--- src/rtl/uart_rx.sv ---
// 8N1 serial receiver: two-flop synchronizer, mid-bit sampling FSM and a
// one-entry output buffer with valid/ready handshake, frame error and overrun.
module uart_rx #(
    parameter int unsigned CLKS_PER_BIT = 868
) (
    input  logic       clk,
    input  logic       rst,
    input  logic       s_in,
    output logic [7:0] rx_data,
    output logic       rx_valid,
    input  logic       rx_ready,
    output logic       frame_err,
    output logic       overrun,
    input  logic       err_clr,
    output logic       busy
);

    localparam int unsigned CW   = (CLKS_PER_BIT > 1) ? $clog2(CLKS_PER_BIT) : 1;
    localparam int unsigned HALF = CLKS_PER_BIT / 2;
    localparam logic [CW-1:0] START_LAST = CW'(HALF - 1);
    localparam logic [CW-1:0] BIT_LAST   = CW'(CLKS_PER_BIT - 1);

    typedef enum logic [1:0] {
        IDLE,
        START,
        DATA,
        STOP
    } state_t;

    state_t        state;
    logic [CW-1:0] cnt;
    logic [2:0]    idx;
    logic [7:0]    shreg;
    logic          s_meta;
    logic          s_sync;

    // Line synchronizer; resets to the idle (high) level.
    always_ff @(posedge clk or negedge rst) begin
        if (!rst) begin
            s_meta <= 1'b1;
            s_sync <= 1'b1;
        end else begin
            s_meta <= s_in;
            s_sync <= s_meta;
        end
    end

    // Deframing FSM plus output buffer; later assignments in the STOP branch
    // override the handshake/clear defaults so delivery and overrun-set win.
    always_ff @(posedge clk or negedge rst) begin
        if (!rst) begin
            state     <= IDLE;
            cnt       <= '0;
            idx       <= '0;
            shreg     <= '0;
            busy      <= 1'b0;
            rx_data   <= '0;
            rx_valid  <= 1'b0;
            frame_err <= 1'b0;
            overrun   <= 1'b0;
        end else begin
            frame_err <= 1'b0;
            if (rx_valid && rx_ready) begin
                rx_valid <= 1'b0;
            end
            if (err_clr) begin
                overrun <= 1'b0;
            end

            case (state)
                IDLE: begin
                    cnt <= '0;
                    if (!s_sync) begin
                        state <= START;
                        busy  <= 1'b1;
                    end
                end

                START: begin
                    if (cnt == START_LAST) begin
                        cnt <= '0;
                        if (s_sync) begin
                            state <= IDLE;
                            busy  <= 1'b0;
                        end else begin
                            state <= DATA;
                            idx   <= '0;
                        end
                    end else begin
                        cnt <= CW'(cnt + 1'b1);
                    end
                end

                DATA: begin
                    if (cnt == BIT_LAST) begin
                        cnt   <= '0;
                        shreg <= {s_sync, shreg[7:1]};
                        idx   <= 3'(idx + 1'b1);
                        if (idx == 3'd7) begin
                            state <= STOP;
                        end
                    end else begin
                        cnt <= CW'(cnt + 1'b1);
                    end
                end

                STOP: begin
                    if (cnt == BIT_LAST) begin
                        cnt   <= '0;
                        state <= IDLE;
                        busy  <= 1'b0;
                        if (s_sync) begin
                            if (!rx_valid || rx_ready) begin
                                rx_data  <= shreg;
                                rx_valid <= 1'b1;
                            end else begin
                                overrun <= 1'b1;
                            end
                        end else begin
                            frame_err <= 1'b1;
                        end
                    end else begin
                        cnt <= CW'(cnt + 1'b1);
                    end
                end

                default: begin
                    state <= IDLE;
                    busy  <= 1'b0;
                    cnt   <= '0;
                end
            endcase
        end
    end

endmodule

--- config.mk ---
export PLATFORM = sky130hd
export DESIGN_NAME = uart_rx
export DESIGN_NICKNAME = d
export VERILOG_FILES = /design/src/rtl/uart_rx.sv
export SDC_FILE = /design/constraint.sdc
export NUM_CORES = 1
export LEC_CHECK = 0
export CORE_AREA = 8 8 67 69
export DETAILED_ROUTE_END_ITERATION = 7
export DIE_AREA = 0 0 75 77
export PLACE_DENSITY = 0.72
export SYNTH_ARGS = -nofsm -noshare
export SYNTH_HDL_FRONTEND = slang
export SYNTH_SLANG_ARGS = --single-unit
export TNS_END_PERCENT = 50
--- constraint.sdc ---
create_clock -name clk -period 2.3 [get_ports clk]
set_input_delay 0.46 -clock clk [delete_from_list [all_inputs] [get_ports clk]]
set_output_delay 0.46 -clock clk [all_outputs]
set_load 0.01 [all_outputs]
==> impl_metrics.toml, run 1 <==
[power_and_ir_drop]
ir_worst_vdd_mv = 0.257
p_switching_uw = 214
power.total_uw = 995
pwr-share-seq = 0.659
power_density_nw_per_um2 = 513
p_leak_uw = 0.000895
internal-power_uw = 780
clkPwrFrac = 0.320
sw_frac_of_total = 0.215
pwr-share-comb = 0.021

[placement]
dp_hpwl_um = 2020
port-buffer-count = 16
gp_congestion = 0.751
placed_area_sq_um = 1890
post-place-ws_ps = 113

[cells_and_area]
nets = 165
regArea_sq_um = 928
multiInputGateArea_sq_um = 706
fillerInstances = 313
drive_gt1_frac = 0.191
antennaDiodeCount = 0
final_cell_area_sq_um = 1940
syn2layout_area_growth_pct = 15.5

[hold_path]
whs_path_depth = 0
hold_path.class = "flop to flop"

[cts]
cts_root_buf = "clkbuf_4"
cts_buffers = 5
clk_path_buf_depth = 2
cts.sinks = 37
clk_latency_ps = 330
cts_tree = "done"
clk_pin_slew_worst_paths_ps = 110
cts_max_level = 2

[global_routing]
grt_usage = 0.105
grt_max_degree = 38
grt_pass1_vias = 1036
antenna_found_initial = 0
grt_pass1_wl_um = 4730
grt_overflow_total = 0

[yosys]
synth.area.top_cells = "dfrtp_1, mux2_4, mux2_2"
ys_warn_count = 0
yosysTopAreaCellShare = 0.522
yosysUniqueCellTypes = 35
synth_cells = 136
syn_avg_cell_area_sq_um = 12.3
ys_ff_latch = 37
synth_fp_nets = 145
ys_seq_area_frac = 0.553
syn-cell-area_sq_um = 1680
yosys.area.top_type = "dfrtp_1"

[critical_path]
path_class = "flop to flop"
worstPathRequired_ps = 2530
slowest_delay_ps = 520
path_max_fanout = 8
reg2reg_depth = 5
cpMaxStageDelayCell = "or3b_4"
path_cells = "ha_1, nor2b_1, nand3_4, or3b_4, mux2_4"
cp.arrival_ps = 2280
critPathLaunchType = "flop"
crit_path_end_kind = "flop"

[timing]
slew-limit-headroom = 0.622
maxSlewViolCount = 0
worst_slack_ps = 247
tightestPinTransition_ps = 561
max_freq_mhz = 487
final.min_clock_period_ps = 2050
holdWs_ps = 362
final_hold_viol_count = 0
tns_ps = 0
fin_crit_sh = 0.892
rsz0062_at_grt = "no"
skew_ps = 8.47
setup_viol = 0

[route]
routedWlPerCell_um = 13.8
drtPass1Iterations = 4
viasPerCell = 5.21
vias = 1069
routed_wl_um = 2830
drcViolationCount = 0
drt_iter0_drc = 45
antenna_left = 0

[floorplan]
die_y_um = 77
coreArea_sq_um = 3500
die_w_um = 75
start_util = 0.480
die_area_sq_um = 5780
rows = 22
io_pins = 17

[run_status]
outcome = "completed"

[run]
drv_cap = 0
-- layout by cell type (no fill, tap or decap), types with 4 or more instances in the layout --
cell	netlist	routed
dfrtp_1	35	35
clkdlybuf4s50_1	0	16
nor2_1	13	13
nand2_1	8	8
mux2_4	8	8
mux2_2	8	8
nand3_1	5	5
xor2_1	5	5
inv_1	5	5
clkbuf_4	0	5
o21ai_0	4	4
ha_1	4	4
-- cell families after synthesis --
group	after synthesis	share of synthesized area
and+or+nand+nor	46	0.160
DFF	37	0.553
muxes	18	0.137
AOI/OAI and AO/OA	13	0.0500
buffers and inverters	10	0.0276
xor gates and xnor gates	8	0.0418
adders and majority gates	4	0.0298
-- registers in the layout, summed over array words and instances (netlist names), named ones only --
register,cells
idx,3
frame_err,1
overrun,1
s_sync,1
rx_valid,1
state,1
rx_data,8
s_meta,1
busy,1
shreg,8
cnt,10
-- synthesized netlist by cell type (all sizes together) --
cell and n:
a21oi 3, nor3 3, o21ai 4, o32ai 1, nand2 8, ha 4
nand3 6, nand4 3, inv 5, and4 2, clkbuf 3, nand2b 1
o21bai 1, mux2i 2, a21boi 1, dfrtp 35, mux2 16, nor4bb 1
and4b 1, nor2 13, a22oi 1, xnor2 3, nor3b 2, or3b 1
and3 2, dfstp 2, buf 2, o41ai 1, nor2b 3, xor2 5
o221ai 1
-- power groups by stage --
stage	clock (uW)	combinational, uW	sequential, uW
after floorplan	0	2.79	666
after global placement	0	21.4	668
after detailed placement	0	22.1	669
after CTS	336	22.2	656
after global routing	364	24.3	657
final	318	20.7	656
-- layout make-up --
| cell class | instances | area share |
|---|---|---|
| tap | 48 | 0.0310 |
| clock inverter | 1 | 0.00258 |
| multi-input combinational | 89 | 0.364 |
| inverter | 5 | 0.00968 |
| timing repair buffer | 18 | 0.0904 |
| clock buffer | 7 | 0.0232 |
| sequential | 37 | 0.479 |
-- through the flow --
stage	instances	utilization
2_1_floorplan	136	-
3_3_place_gp	197	0.539
3_5_place_dp	197	0.539
4_1_cts	205	0.554
5_1_grt	205	0.554
6_report	205	0.554
-- worst max-delay path: cells and delay by family (launching register included) --
family / cells / cell delay [ps]
adder cells (fa/ha/maj): 1 / 210
AND/OR/NAND/NOR: 3 / 1000
flip-flops: 1 / 420
multiplexers: 1 / 320
-- what timing repair did --
action | in CTS | in global routing
hold buffers | 0 | 0
setup buffers | 0 | 0
gates resized for setup | 0 | 1
setup endpoints to repair | 0 | 8
-- per-layer routing --
metal | vias up | part of all wire | track usage
li1 | 512 | - | -
met1 | 535 | 0.42 | 0.115
met2 | 17 | 0.50 | 0.170
met3 | 5 | 0.057 | 0.0390
met4 | 0 | 0.019 | 0.0549
met5 | - | 0 | 0
-- path summary, 6_finish.rpt --
check | startpoint | to | slack [ps]
setup / recovery | cnt[0] | rx_data[1] | 250
max in group asynchronous | rst | s_meta | 1400
setup reg to reg | cnt[0] | rx_data[1] | 250
min in group asynchronous | rst | rx_data[0] | 550
hold reg to reg | s_meta | s_sync | 360
hold / removal | s_meta | s_sync | 360
Power figures use the tool's default switching activity.
==> run 2: changes to the inputs <==
--- a/config.mk
+++ b/config.mk
@@ -5,10 +5,13 @@
 export SDC_FILE = /design/constraint.sdc
 export NUM_CORES = 1
 export LEC_CHECK = 0
-export CORE_AREA = 8 8 67 69
+export CELL_PAD_IN_SITES_DETAIL_PLACEMENT = 0
+export CELL_PAD_IN_SITES_GLOBAL_PLACEMENT = 1
+export CORE_AREA = 8 8 71 73
 export DETAILED_ROUTE_END_ITERATION = 7
-export DIE_AREA = 0 0 75 77
-export PLACE_DENSITY = 0.72
+export DIE_AREA = 0 0 79 81
+export MAX_ROUTING_LAYER = met4
+export PLACE_DENSITY = 0.77
 export SYNTH_ARGS = -nofsm -noshare
 export SYNTH_HDL_FRONTEND = slang
 export SYNTH_SLANG_ARGS = --single-unit
==> constraint.sdc (replaced) <==
create_clock -name clk -period 2.3 [get_ports clk]
set_input_delay 0.46 -clock clk [delete_from_list [all_inputs] [get_ports clk]]
set_output_delay 0.46 -clock clk [all_outputs]
set_load 0.005 [all_outputs]
==> run 2 against run 1 <==
  * Clock power up 41%
  * Sequential cell count unchanged
  * Total power up 13%
  * Critical path depth unchanged
  * Clock skew down 1.0 ps
  * Utilization down 4.7 points
  * Wire length up 1.8%
  * Highest routed layer unchanged
==> impl_metrics.toml, run 2 (synthesis gave the netlist of run 1 again) <==
[route]
vias = 1048
drtPass1Iterations = 4
routed_wl_um = 2880
antenna_left = 0
routedWlPerCell_um = 13.9
viasPerCell = 5.06
drt_iter0_drc = 61
drcViolationCount = 0

[placement]
dp_hpwl_um = 2070
placedCellCount = 200
port-buffer-count = 16
gp_congestion = 0.731
post-place-ws_ps = 122

[timing]
worst_slack_ps = 200
max_freq_mhz = 476
final_hold_viol_count = 0
rsz0062_at_grt = "no"
skew_ps = 7.43
tightestPinTransition_ps = 520
maxSlewViolCount = 0
slew-limit-headroom = 0.650
fin_crit_sh = 0.913
setup_viol = 0
final.min_clock_period_ps = 2100
tns_ps = 0
holdWs_ps = 357

[cells_and_area]
instances_no_fill = 207
drive_gt1_frac = 0.197
final_util = 0.507
nets = 166
top_regs = "cnt: 10 flops, rx_data: 8 flops, shreg: 8 flops"
syn2layout_area_growth_pct = 18.3
fillerInstances = 366
largest_register_ffs = 10
antennaDiodeCount = 0
layout_commonest_cell = "dfrtp_1"
regMostFlops = "cnt"
mostFrequentLayoutCells = "dfrtp_1, clkdlybuf4s50_1, nor2_1"

[power_and_ir_drop]
power_density_nw_per_um2 = 567
p_leak_uw = 0.000914
ir_worst_vdd_mv = 0.409

[cts]
cts_max_level = 2
clk_latency_ps = 290
cts.sinks = 37
postCtsSetupRepairBufs = 0
clk_path_buf_depth = 2
cts_root_buf = "clkbuf_8"
cts_tree = "done"
clk_pin_slew_worst_paths_ps = 70
cts_buffers = 5

[critical_path]
crit_path_end_kind = "flop"
cp.arrival_ps = 2270
critPathLaunchType = "flop"
path_class = "flop to flop"
path_max_fanout = 8
worstPathRequired_ps = 2470

[floorplan]
io_pins = 17
die_w_um = 79
coreArea_sq_um = 3910
die_y_um = 81
die_area_sq_um = 6400
rows = 23
start_util = 0.429

[global_routing]
grt_pass1_vias = 1095
grt_max_degree = 38
grt_overflow_total = 0
grt_pass1_wl_um = 5020
antenna_found_initial = 0
grt_usage = 0.105

[hold_path]
hold_path.class = "flop to flop"

[run_status]
outcome = "completed"

[run]
drv_cap = 0
run 2: cell count changes in the layout (fill, tap and decap cells not counted):
cell / change
buf_4: +1
clkbuf_1: -1
nor2b_1: -1
or3b_4: -1
clkbuf_8: +6
nor2b_2: +1
clkbuf_4: -5
or3b_1: +1
clkinv_2: -1
run 2: cell type report:
| cell class | instances | area (sq um) | area share |
|---|---|---|---|
| Multi-Input combinational cell | 89 | 706 | 0.356 |
| Timing Repair Buffer | 19 | 183 | 0.0921 |
| Inverter | 5 | 18.8 | 0.00946 |
| Tap cell | 50 | 62.6 | 0.0315 |
| Clock buffer | 7 | 86.3 | 0.0435 |
| Sequential cell | 37 | 928 | 0.468 |
run 2: path summary, 6_finish.rpt:
| kind | start | to | slack, ps | depth (start not counted) |
|---|---|---|---|---|
| max | cnt[0] | rx_data[2] | 200 | 5 |
| min | s_meta | s_sync | 360 | 0 |
| max reg2reg | cnt[0] | rx_data[2] | 200 | 5 |
| min reg2reg | s_meta | s_sync | 360 | 0 |
| max in group asynchronous | rst | s_meta | 1360 | 2 |
| min in group asynchronous | rst | rx_data[6] | 590 | 2 |
run 2: worst max-delay path: stages (launching register included):
cell	delay, ps
dfrtp_1	410
ha_1	230
nor2b_2	270
nand3_4	90
or3b_1	600
mux2_4	380
run 2: where the power goes:
group	switching [uW]	internal [uW]
combinational	13.3	7.76
sequential	2.56	654
clock	210	237
run 2: what timing repair did:
item | CTS | global route
resized for setup | 0 | 1
hold buffers | 0 | 0
endpoints found under the setup margin | 0 | 8
run 2: routing by layer:
layer	vias up	GRT usage	wire length, um
li1	515	-	-
met1	511	0.107	1250
met2	15	0.166	1390
met3	7	0.0375	159
met4	0	0.0722	82
met5	-	-	0
run 2: stage by stage:
stage | total power, uW | area [sq um]
floorplan | 669 | 1680
global placement | 690 | 1900
detailed placement | 691 | 1900
CTS | 1150 | 1980
global route | 1170 | 1980
finish | 1120 | 1980
